### src/rtl/thor2023_icache_fill_ctrl_if.sv
// Signal bundle between the icache fill controller, the fetch unit, the tag array and the bus interface unit.
interface thor2023_icache_fill_ctrl_if #(
    parameter int LINES  = 256,
    parameter int WAYS   = 4,
    parameter int TAGBIT = 14,
    parameter int ADRW   = 32,
    parameter int BEATS  = 4
);
    localparam int NDXW  = $clog2(LINES);
    localparam int TAGW  = ADRW - TAGBIT;
    localparam int BEATW = $clog2(BEATS);

    logic                 req_i;
    logic [ADRW-1:0]      adr_i;
    logic                 inv_i;
    logic [NDXW-1:0]      ndx_o;
    logic [WAYS*TAGW-1:0] tag_i;
    logic                 ack_o;
    logic [1:0]           way_o;
    logic                 busy_o;
    logic                 mem_req_o;
    logic [ADRW-1:0]      mem_adr_o;
    logic                 mem_ack_i;
    logic                 dat_we_o;
    logic [BEATW-1:0]     beat_o;
    logic                 tag_wr_o;
    logic [1:0]           tag_way_o;
    logic [ADRW-1:0]      tag_adr_o;

    modport master (
        input  req_i, adr_i, inv_i, tag_i, mem_ack_i,
        output ndx_o, ack_o, way_o, busy_o, mem_req_o, mem_adr_o,
               dat_we_o, beat_o, tag_wr_o, tag_way_o, tag_adr_o
    );

    modport slave (
        output req_i, adr_i, inv_i, tag_i, mem_ack_i,
        input  ndx_o, ack_o, way_o, busy_o, mem_req_o, mem_adr_o,
               dat_we_o, beat_o, tag_wr_o, tag_way_o, tag_adr_o
    );
endinterface

### src/rtl/thor2023_icache_fill_ctrl.sv
// Instruction-cache tag lookup, victim selection and multi-beat line fill sequencer (4-way).
module thor2023_icache_fill_ctrl #(
    parameter int LINES  = 256,
    parameter int WAYS   = 4,
    parameter int LOBIT  = 6,
    parameter int TAGBIT = 14,
    parameter int ADRW   = 32,
    parameter int BEATS  = 4
) (
    input  logic clk,
    input  logic rst,
    thor2023_icache_fill_ctrl_if.master bus
);
    localparam int NDXW  = $clog2(LINES);
    localparam int TAGW  = ADRW - TAGBIT;
    localparam int BEATW = $clog2(BEATS);
    localparam int BOFF  = LOBIT - BEATW;
    localparam logic [ADRW-1:0] OFFMASK = ADRW'((1 << LOBIT) - 1);

    typedef enum logic [1:0] {IDLE, FILL, TAGWR} state_t;

    state_t                       state_q, state_d;
    logic [LINES-1:0][WAYS-1:0]   valid_q;
    logic [1:0]                   rr_q;
    logic                         ack_q, ack_d;
    logic [1:0]                   way_q, way_d;
    logic [1:0]                   victim_q;
    logic                         use_rr_q;
    logic [BEATW-1:0]             beat_q;
    logic [ADRW-1:0]              line_adr_q;
    logic                         inv_pend_q;

    logic [NDXW-1:0]              ndx;
    logic [NDXW-1:0]              line_ndx;
    logic [WAYS-1:0]              hit;
    logic [WAYS-1:0]              free;
    logic [1:0]                   hit_way;
    logic [1:0]                   free_way;
    logic                         lookup_miss;

    assign ndx      = bus.adr_i[LOBIT+NDXW-1:LOBIT];
    assign line_ndx = line_adr_q[LOBIT+NDXW-1:LOBIT];

    // Lowest-index way wins for both hit selection and free-way victim choice.
    always_comb begin
        hit      = '0;
        free     = ~valid_q[ndx];
        hit_way  = 2'd0;
        free_way = 2'd0;
        for (int w = 0; w < WAYS; w++) begin
            hit[w] = valid_q[ndx][w] && (bus.tag_i[w*TAGW +: TAGW] == bus.adr_i[ADRW-1:TAGBIT]);
        end
        for (int w = WAYS - 1; w >= 0; w--) begin
            if (hit[w])  hit_way  = 2'(w);
            if (free[w]) free_way = 2'(w);
        end
    end

    always_comb begin
        state_d     = state_q;
        ack_d       = 1'b0;
        way_d       = way_q;
        lookup_miss = 1'b0;
        unique case (state_q)
            IDLE: begin
                if (bus.req_i && !bus.inv_i) begin
                    if (|hit) begin
                        ack_d = 1'b1;
                        way_d = hit_way;
                    end else begin
                        lookup_miss = 1'b1;
                        state_d     = FILL;
                    end
                end
            end
            FILL: begin
                if (bus.mem_ack_i && beat_q == BEATW'(BEATS - 1)) state_d = TAGWR;
            end
            TAGWR: begin
                state_d = IDLE;
                ack_d   = 1'b1;
                way_d   = victim_q;
            end
            default: state_d = IDLE;
        endcase
    end

    always_ff @(posedge clk) begin
        if (rst) begin
            state_q    <= IDLE;
            valid_q    <= '0;
            rr_q       <= 2'd0;
            ack_q      <= 1'b0;
            way_q      <= 2'd0;
            victim_q   <= 2'd0;
            use_rr_q   <= 1'b0;
            beat_q     <= '0;
            line_adr_q <= '0;
            inv_pend_q <= 1'b0;
        end else begin
            state_q <= state_d;
            ack_q   <= ack_d;
            way_q   <= way_d;
            if (lookup_miss) begin
                line_adr_q <= bus.adr_i & ~OFFMASK;
                victim_q   <= (|free) ? free_way : rr_q;
                use_rr_q   <= ~|free;
                beat_q     <= '0;
            end
            if (state_q == FILL && bus.mem_ack_i) beat_q <= beat_q + 1'b1;
            if (state_q != IDLE && bus.inv_i) inv_pend_q <= 1'b1;
            if (state_q == IDLE && bus.inv_i) valid_q <= '0;
            // An invalidate seen during the fill wins over installing the new line.
            if (state_q == TAGWR) begin
                inv_pend_q <= 1'b0;
                if (inv_pend_q || bus.inv_i) valid_q <= '0;
                else                         valid_q[line_ndx][victim_q] <= 1'b1;
                if (use_rr_q) rr_q <= rr_q + 2'd1;
            end
        end
    end

    assign bus.ndx_o     = ndx;
    assign bus.ack_o     = ack_q;
    assign bus.way_o     = way_q;
    assign bus.busy_o    = (state_q != IDLE);
    assign bus.mem_req_o = (state_q == FILL);
    assign bus.mem_adr_o = line_adr_q | (ADRW'(beat_q) << BOFF);
    assign bus.dat_we_o  = (state_q == FILL) && bus.mem_ack_i;
    assign bus.beat_o    = beat_q;
    assign bus.tag_wr_o  = (state_q == TAGWR);
    assign bus.tag_way_o = victim_q;
    assign bus.tag_adr_o = line_adr_q;
endmodule

### src/flat_wrapper.sv
// flat-port wrapper written by rule: the top's interface ports become plain ports
module thor2023_icache_fill_ctrl_flat 
#(
    parameter int LINES  = 256,
    parameter int WAYS   = 4,
    parameter int LOBIT  = 6,
    parameter int TAGBIT = 14,
    parameter int ADRW   = 32,
    parameter int BEATS  = 4
)
  (clk, rst, bus_req_i, bus_adr_i, bus_inv_i, bus_tag_i, bus_mem_ack_i, bus_ndx_o, bus_ack_o, bus_way_o, bus_busy_o, bus_mem_req_o, bus_mem_adr_o, bus_dat_we_o, bus_beat_o, bus_tag_wr_o, bus_tag_way_o, bus_tag_adr_o);
  thor2023_icache_fill_ctrl_if #(.LINES(LINES), .WAYS(WAYS), .TAGBIT(TAGBIT), .ADRW(ADRW), .BEATS(BEATS)) bus_i ();
  input  logic clk;
  input  logic rst;
  input wire logic [$bits(bus_i.req_i)-1:0] bus_req_i;
  input wire logic [$bits(bus_i.adr_i)-1:0] bus_adr_i;
  input wire logic [$bits(bus_i.inv_i)-1:0] bus_inv_i;
  input wire logic [$bits(bus_i.tag_i)-1:0] bus_tag_i;
  input wire logic [$bits(bus_i.mem_ack_i)-1:0] bus_mem_ack_i;
  output wire logic [$bits(bus_i.ndx_o)-1:0] bus_ndx_o;
  output wire logic [$bits(bus_i.ack_o)-1:0] bus_ack_o;
  output wire logic [$bits(bus_i.way_o)-1:0] bus_way_o;
  output wire logic [$bits(bus_i.busy_o)-1:0] bus_busy_o;
  output wire logic [$bits(bus_i.mem_req_o)-1:0] bus_mem_req_o;
  output wire logic [$bits(bus_i.mem_adr_o)-1:0] bus_mem_adr_o;
  output wire logic [$bits(bus_i.dat_we_o)-1:0] bus_dat_we_o;
  output wire logic [$bits(bus_i.beat_o)-1:0] bus_beat_o;
  output wire logic [$bits(bus_i.tag_wr_o)-1:0] bus_tag_wr_o;
  output wire logic [$bits(bus_i.tag_way_o)-1:0] bus_tag_way_o;
  output wire logic [$bits(bus_i.tag_adr_o)-1:0] bus_tag_adr_o;
  assign bus_i.req_i = bus_req_i;
  assign bus_i.adr_i = bus_adr_i;
  assign bus_i.inv_i = bus_inv_i;
  assign bus_i.tag_i = bus_tag_i;
  assign bus_i.mem_ack_i = bus_mem_ack_i;
  assign bus_ndx_o = bus_i.ndx_o;
  assign bus_ack_o = bus_i.ack_o;
  assign bus_way_o = bus_i.way_o;
  assign bus_busy_o = bus_i.busy_o;
  assign bus_mem_req_o = bus_i.mem_req_o;
  assign bus_mem_adr_o = bus_i.mem_adr_o;
  assign bus_dat_we_o = bus_i.dat_we_o;
  assign bus_beat_o = bus_i.beat_o;
  assign bus_tag_wr_o = bus_i.tag_wr_o;
  assign bus_tag_way_o = bus_i.tag_way_o;
  assign bus_tag_adr_o = bus_i.tag_adr_o;
  thor2023_icache_fill_ctrl #(.LINES(LINES), .WAYS(WAYS), .LOBIT(LOBIT), .TAGBIT(TAGBIT), .ADRW(ADRW), .BEATS(BEATS)) u_core (.clk(clk), .rst(rst), .bus(bus_i));
endmodule
### config.mk
export PLATFORM = sky130hd
export DESIGN_NAME = thor2023_icache_fill_ctrl_flat
export DESIGN_NICKNAME = d
export VERILOG_FILES = /design/src/rtl/thor2023_icache_fill_ctrl_if.sv /design/src/rtl/thor2023_icache_fill_ctrl.sv /design/src/flat_wrapper.sv
export SDC_FILE = /design/constraint.sdc
export NUM_CORES = 2
export LEC_CHECK = 0
export CELL_PAD_IN_SITES_DETAIL_PLACEMENT = 0
export CELL_PAD_IN_SITES_GLOBAL_PLACEMENT = 1
export CORE_MARGIN = 2
export CORE_UTILIZATION = 40
export DETAILED_ROUTE_END_ITERATION = 12
export PLACE_DENSITY = 0.8
export SYNTH_ARGS = -nofsm -noshare
export SYNTH_HDL_FRONTEND = slang
export SYNTH_SLANG_ARGS = --single-unit
### constraint.sdc
create_clock -name clk -period 2.75 [get_ports clk]
set_input_delay 0.275 -clock clk [delete_from_list [all_inputs] [get_ports clk]]
set_output_delay 0.275 -clock clk [all_outputs]
set_load 0.02 [all_outputs]
# Word-level counts from Yosys, hierarchy flattened

Index checks and enable logic that the tools add are counted.

Input port bits: 109
Memory bits (read-only): 0
Flip-flop bits (word level): 1063
Latch bits: 0
Logic and storage cells: 344
Bits in writable memories: 0
Memories: 0

Multiply operators: 0
Add/sub/neg operators: 2
Reduce and logical (&&, ||, !) cells: 24
Shift-type cells: 0
Mux-type cells: 34
Divide/modulo/power cells: 0
Eq/ne operators: 11
Bitwise logic cells: 3
Order comparisons: 5

Operators by type and width:

| cell                | count |
|---|---|
| $mux 1024           | 4 |
| $or 1024x1024->1024 | 1 |
| $eq 18x18->1        | 4 |
| $bmux 4 s8          | 1 |
| $demux 4 s8         | 1 |
| $mux 2              | 16 |
| $or 32x6->32        | 1 |
| $lt 8x9->1 const B  | 2 |
| $logic_and 1x1->1   | 11 |
| $ge 8x1->1 const B  | 1 |
| $mux 4              | 2 |
| $pmux 2 s2          | 2 |
| $reduce_or 4->1     | 2 |
| $mux 1              | 6 |
| $ne 2x1->1 const B  | 3 |
| $reduce_and 3->1    | 2 |
| $reduce_bool 2->1   | 3 |
| $add 2x1->2 const B | 2 |
| $eq 2x2->1 const B  | 2 |
| $not 4->4           | 1 |
| $lt 2x3->1 const B  | 1 |
| $demux 1 s2         | 1 |
| $eq 2x1->1 const B  | 1 |
| $ge 2x1->1 const B  | 1 |
| 7 further kinds     | 8 |

# Logic depth before layout (Yosys ltp)

Depth in word-level cells: 10
Mapped depth: 17
Gate-level depth less buffers: 10

# Least setup slack after synthesis

No wires, ideal clock.

Kind: in2reg
Start: in bus_adr_i[6]
End: reg u_core.line_adr_q[11], in the netlist u_core.bus.tag_adr_o[11]
Arrival: 2.730 ns
Data required time: 2.622 ns
Buffers on the path: 6
Cell stages on the path: 14
Slack: -0.107 ns
Cells stage by stage: buf_6 -> buf_12 -> buf_6 -> buf_6 -> buf_4 -> mux2_2 -> a2111oi_0 -> a21oi_1 -> nand3_2 -> o2111ai_4 -> nor2_8 -> buf_12 -> mux2i_1 -> nor2_1

Longest elaborated chain between the ends: 7
Elaborated cells between the ends (all ways): 10
Those cells by class: mux: 5; reduce/logical: 5

RTL lines:

| what                             | RTL line                         | source |
|---|---|---|
| from (decl)                      | flat_wrapper.sv:16               | `input wire logic [$bits(bus_i.adr_i)-1:0] bus_adr_i;` |
| $bmux 4 s8 (*)                   | thor2023_icache_fill_ctrl.sv:51  | `hit[w] = valid_q[ndx][w] && (bus.tag_i[w*TAGW +: TAGW] == bus.adr_i[ADRW-1:TAGBIT]);` |
| $mux 4 (not written as such) (*) | thor2023_icache_fill_ctrl.sv:51  |  |
| $logic_and 1x1->1                | thor2023_icache_fill_ctrl.sv:51  |  |
| $reduce_or 4->1 (*)              | thor2023_icache_fill_ctrl.sv:67  | `if (\|hit) begin` |
| $mux 1 (*)                       | thor2023_icache_fill_ctrl.sv:67  |  |
| $mux 1 (*)                       | thor2023_icache_fill_ctrl.sv:66  | `if (bus.req_i && !bus.inv_i) begin` |
| $mux 1 (*)                       | thor2023_icache_fill_ctrl.sv:64  | `unique case (state_q)` |
| to (signal assigned)             | thor2023_icache_fill_ctrl.sv:105 | `line_adr_q <= bus.adr_i & ~OFFMASK;` |
| to (decl)                        | thor2023_icache_fill_ctrl.sv:30  | `logic [ADRW-1:0] line_adr_q;` |

Every way passes the cells marked *; elsewhere a longest branch is shown, timed or not. The select of a mux whose other input is x is not followed.
A chain may end at the register's enable or synchronous reset.

# Final worst setup path

Start: reg u_core.valid_q[821] (netlist name)
End: reg u_core.line_adr_q[30], in the netlist u_core.bus.tag_adr_o[30]

Longest elaborated chain between the ends: 7

RTL lines:

| what                   | RTL line                         | source |
|---|---|---|
| from (decl)            | thor2023_icache_fill_ctrl.sv:23  | `logic [LINES-1:0][WAYS-1:0] valid_q;` |
| from (signal assigned) | thor2023_icache_fill_ctrl.sv:91  | `valid_q <= '0;` |
| from (signal assigned) | thor2023_icache_fill_ctrl.sv:112 | `if (state_q == IDLE && bus.inv_i) valid_q <= '0;` |
| from (signal assigned) | thor2023_icache_fill_ctrl.sv:116 | `if (inv_pend_q \|\| bus.inv_i) valid_q <= '0;` |
| $bmux 4 s8             | thor2023_icache_fill_ctrl.sv:51  |  |
| $mux 4                 | --                               |  |
| $logic_and 1x1->1      | thor2023_icache_fill_ctrl.sv:51  |  |
| $reduce_or 4->1        | thor2023_icache_fill_ctrl.sv:67  |  |
| $mux 1                 | thor2023_icache_fill_ctrl.sv:67  |  |
| $mux 1                 | thor2023_icache_fill_ctrl.sv:66  |  |
| $mux 1                 | thor2023_icache_fill_ctrl.sv:64  |  |

No other way between the ends. The select of a mux whose other input is x is not followed.

==> flow_metrics.env <==
export IMPL_status="finished, violations left"
export IMPL_failed_checks="negative setup slack"
export IMPL_grt_max_degree=105
export IMPL_clock_sinks=1063
export IMPL_antenna_found_initial=1
export IMPL_r2r_cells=11
export IMPL_drt_first_iter_violations=4888
export IMPL_grt_pass1_wl_um=238400
export IMPL_die_w_um=343.9
export IMPL_max_freq_mhz=327.2
export IMPL_io_buffers=175
export IMPL_finalPower_uw=33430
export IMPL_reg2reg_to="u_core.bus.tag_adr_o[30]$_SDFFE_PP0P_"
export IMPL_cts_tree="built"
export IMPL_synthCells=4821
export IMPL_skew_ns=0.02277
export IMPL_grt_pass1_vias=37751
export IMPL_chipHeight_um=343.9
export IMPL_num_antenna_cells=0
export IMPL_worstSetupPathType="flop to flop"
export IMPL_cts_buffers=107
export IMPL_timing_final_max_slew_violations=0
export IMPL_wire_per_inst_um=23.76
export IMPL_path_clk_slew_ns=0.06
export IMPL_ant_nets=0
export IMPL_synthTopCellsByArea="dfxtp_1, a22oi_1, nor2_1"
export IMPL_stdcell_count=6672
export IMPL_finalSetupViolCount=35
export IMPL_maxCapViolations=0
export IMPL_end_kind="flop"
export IMPL_grt_use_total_pct=25.92
export IMPL_rsz0062_at_grt="true"
export IMPL_initial_core_util_pct=40.36
export IMPL_cts_hold_buf=0
export IMPL_ys_async_sr_fraction_pct=0
export IMPL_required_ns=3.33
export IMPL_period_share_pct=111.1
export IMPL_stdcell_area_um2=56150
export IMPL_dieArea_um2=118300
export IMPL_critPathCapture="u_core.bus.tag_adr_o[30]$_SDFFE_PP0P_"
export IMPL_ys_seq_area_share_pct=46.05
export IMPL_postPlaceCellArea_um2=52160
export IMPL_vias=40242
export IMPL_synth_most_common_cell="nor2_1"
export IMPL_r2r_start="u_core.valid_q[821]$_SDFF_PP0_"
export IMPL_ys_flop_type="dfxtp_1"
export IMPL_first_pass_iters=9
export IMPL_layout_setup_ws_ns=-0.3060
export IMPL_placed_cells=6464
export IMPL_finalCriticalPeriod_ns=3.056
export IMPL_drt_wl_total_um=158500
export IMPL_hold_class="primary input to flop"
export IMPL_hold_viol=0
export IMPL_nFillCells=10414
export IMPL_crit_fanout=6
export IMPL_hpwl_um=106900
export IMPL_arrival_ns=3.63
export IMPL_p_leak_uw=0.01971
export IMPL_hold_slack_ns=0.3323
export IMPL_drive_above_1_share_pct=19.09
export IMPL_io_pins=192
export IMPL_hp_start="bus_inv_i"
export IMPL_cts_max_level=3
export IMPL_viasPerCell=6.031
export IMPL_rows=124
export IMPL_ys_warnings_count=0
export IMPL_cts_root_buf="clkbuf_16"
export IMPL_place_gp_congestion=0.9394
export IMPL_synth_cell_type_count=65
export IMPL_gr_total_overflow=0
export IMPL_yosysTopAreaCell="dfxtp_1"
export IMPL_core_area_um2=114500
export IMPL_ys_ff_latch=1063
export IMPL_drc=0
export IMPL_area_growth_pct=21.52
export IMPL_synth_top_area_share_pct=46.05
export IMPL_cts_buffer_depth=3
export IMPL_clk_insertion_delay_late_ns=0.71
export IMPL_critPathLaunch="u_core.valid_q[821]$_SDFF_PP0_"
export IMPL_synth_edff_count=0
export IMPL_powerDensity_nw_per_um2=595.4
export IMPL_maxSlewHeadroom_pct=34.18
export IMPL_ys_top_cells_by_count="nor2_1, a22oi_1, dfxtp_1"
export IMPL_syn_avg_cell_area_um2=9.585
export IMPL_ff2ff_setup_slack_ns=-0.31
export IMPL_crit_path_start_kind="flop"
export IMPL_final_nets=5177
export IMPL_synth_cell_area_um2=46210
export IMPL_worst_pin_slew_ns=0.9797
export IMPL_pre_cts_ws_ns=-0.9616
export IMPL_ir_worst_vdd_mv=0.4451
[where the power goes]
group | internal, µW | switching (µW)
sequential | 15400 | 35.7
clock | 8690 | 6500
combinational | 1050 | 1740
total | 25200 | 8270
[cell families (layout without fill, tap and decap cells)]
family	count (synthesis)	count (layout)	synth area share [%]
flip-flops	1063	1063	46.05
multiplexers	355	355	13.80
adder cells (fa/ha/maj)	1	1	0.02707
AND/OR/NAND/NOR	1570	1570	13.58
other	1	10	0.008115
XOR/XNOR	74	74	1.403
AO/OA/AOI/OAI	1209	1209	19.51
buffers and inverters	548	878	5.618
[registers in the layout, indices dropped and copies added (netlist names)]
signal	count
u_core.bus.ack_o	1
u_core.bus.beat_o	2
u_core.bus.tag_adr_o	26
u_core.bus.tag_way_o	2
u_core.bus.way_o	2
u_core.inv_pend_q	1
u_core.rr_q	2
u_core.state_q	2
u_core.use_rr_q	1
u_core.valid_q	1024
[worst max-delay path, cell delays in order, from the launching register on]
cell and delay (ns):
dfxtp_1 0.33, mux4_2 0.49, o2111ai_1 0.30, o2111ai_1 0.22, or3_1 0.49, nand3_2 0.14
o2111ai_4 0.21, nor2_8 0.21, buf_4 0.15, buf_12 0.11, mux2i_1 0.21, nor2_1 0.05
[metrics by stage]
step                utilization, %  TNS (ns)
detailed placement           45.55    -31.76
global route                 49.04    -10.35
CTS                          48.97    -6.048
finish                       49.04    -7.268
floorplan                        -    -1.778
global placement             45.55    -32.52
[worst min-delay path by stage]
stage,end,depth (start not counted)
after floorplan,u_core.state_q[1]$_SDFFE_PP0P_,2
after global placement,u_core.inv_pend_q$_SDFFE_PP0P_,2
after detailed placement,u_core.inv_pend_q$_SDFFE_PP0P_,2
after CTS,u_core.state_q[1]$_SDFFE_PP0P_,3
after global routing,u_core.bus.tag_adr_o[11]$_SDFFE_PP0P_,5
final,u_core.inv_pend_q$_SDFFE_PP0P_,3
[placed cells by master (no fill, tap or decap), drive strengths merged, types with 31 or more instances in the layout]
master / netlist / routed
xor2: 48 / 48
nor2: 1347 / 1347
dfxtp: 1063 / 1063
mux2i: 113 / 113
a21oi: 37 / 37
a22oi: 1079 / 1079
clkinv: 1 / 31
nand2: 66 / 66
clkdlybuf4s50: 0 / 168
nand3: 49 / 49
clkbuf: 367 / 156
mux4: 224 / 224
buf: 171 / 497
[what timing repair did]
action	CTS	global route
pin swaps	15	11
setup buffers	5	5
cloned	1	0
gates resized for setup	30	24
hold endpoints to repair	0	0
endpoints found under the setup margin	36	36
[per-layer routing]
| layer | GRT usage, % | share of wire (%) | routed length (µm) |
|---|---|---|---|
| met1 | 35.34 | 42 | 66260 |
| met2 | 40.84 | 45 | 71930 |
| met3 | 4.471 | 8.8 | 13910 |
| met4 | 10.45 | 4.0 | 6411 |
| met5 | 0 | 0 | 0 |
[final cells by class]
class	count	area, µm²	share of cell area (%)
Inverter	10	37.54	0.06684
Clock buffer	156	3163	5.633
Clock inverter	46	503.0	0.8957
Timing Repair Buffer	666	6591	11.74
Multi-Input combinational cell	3219	22680	40.39
Sequential cell	1063	21290	37.91
Tap cell	1512	1892	3.369
Power figures use the tool's default switching activity.
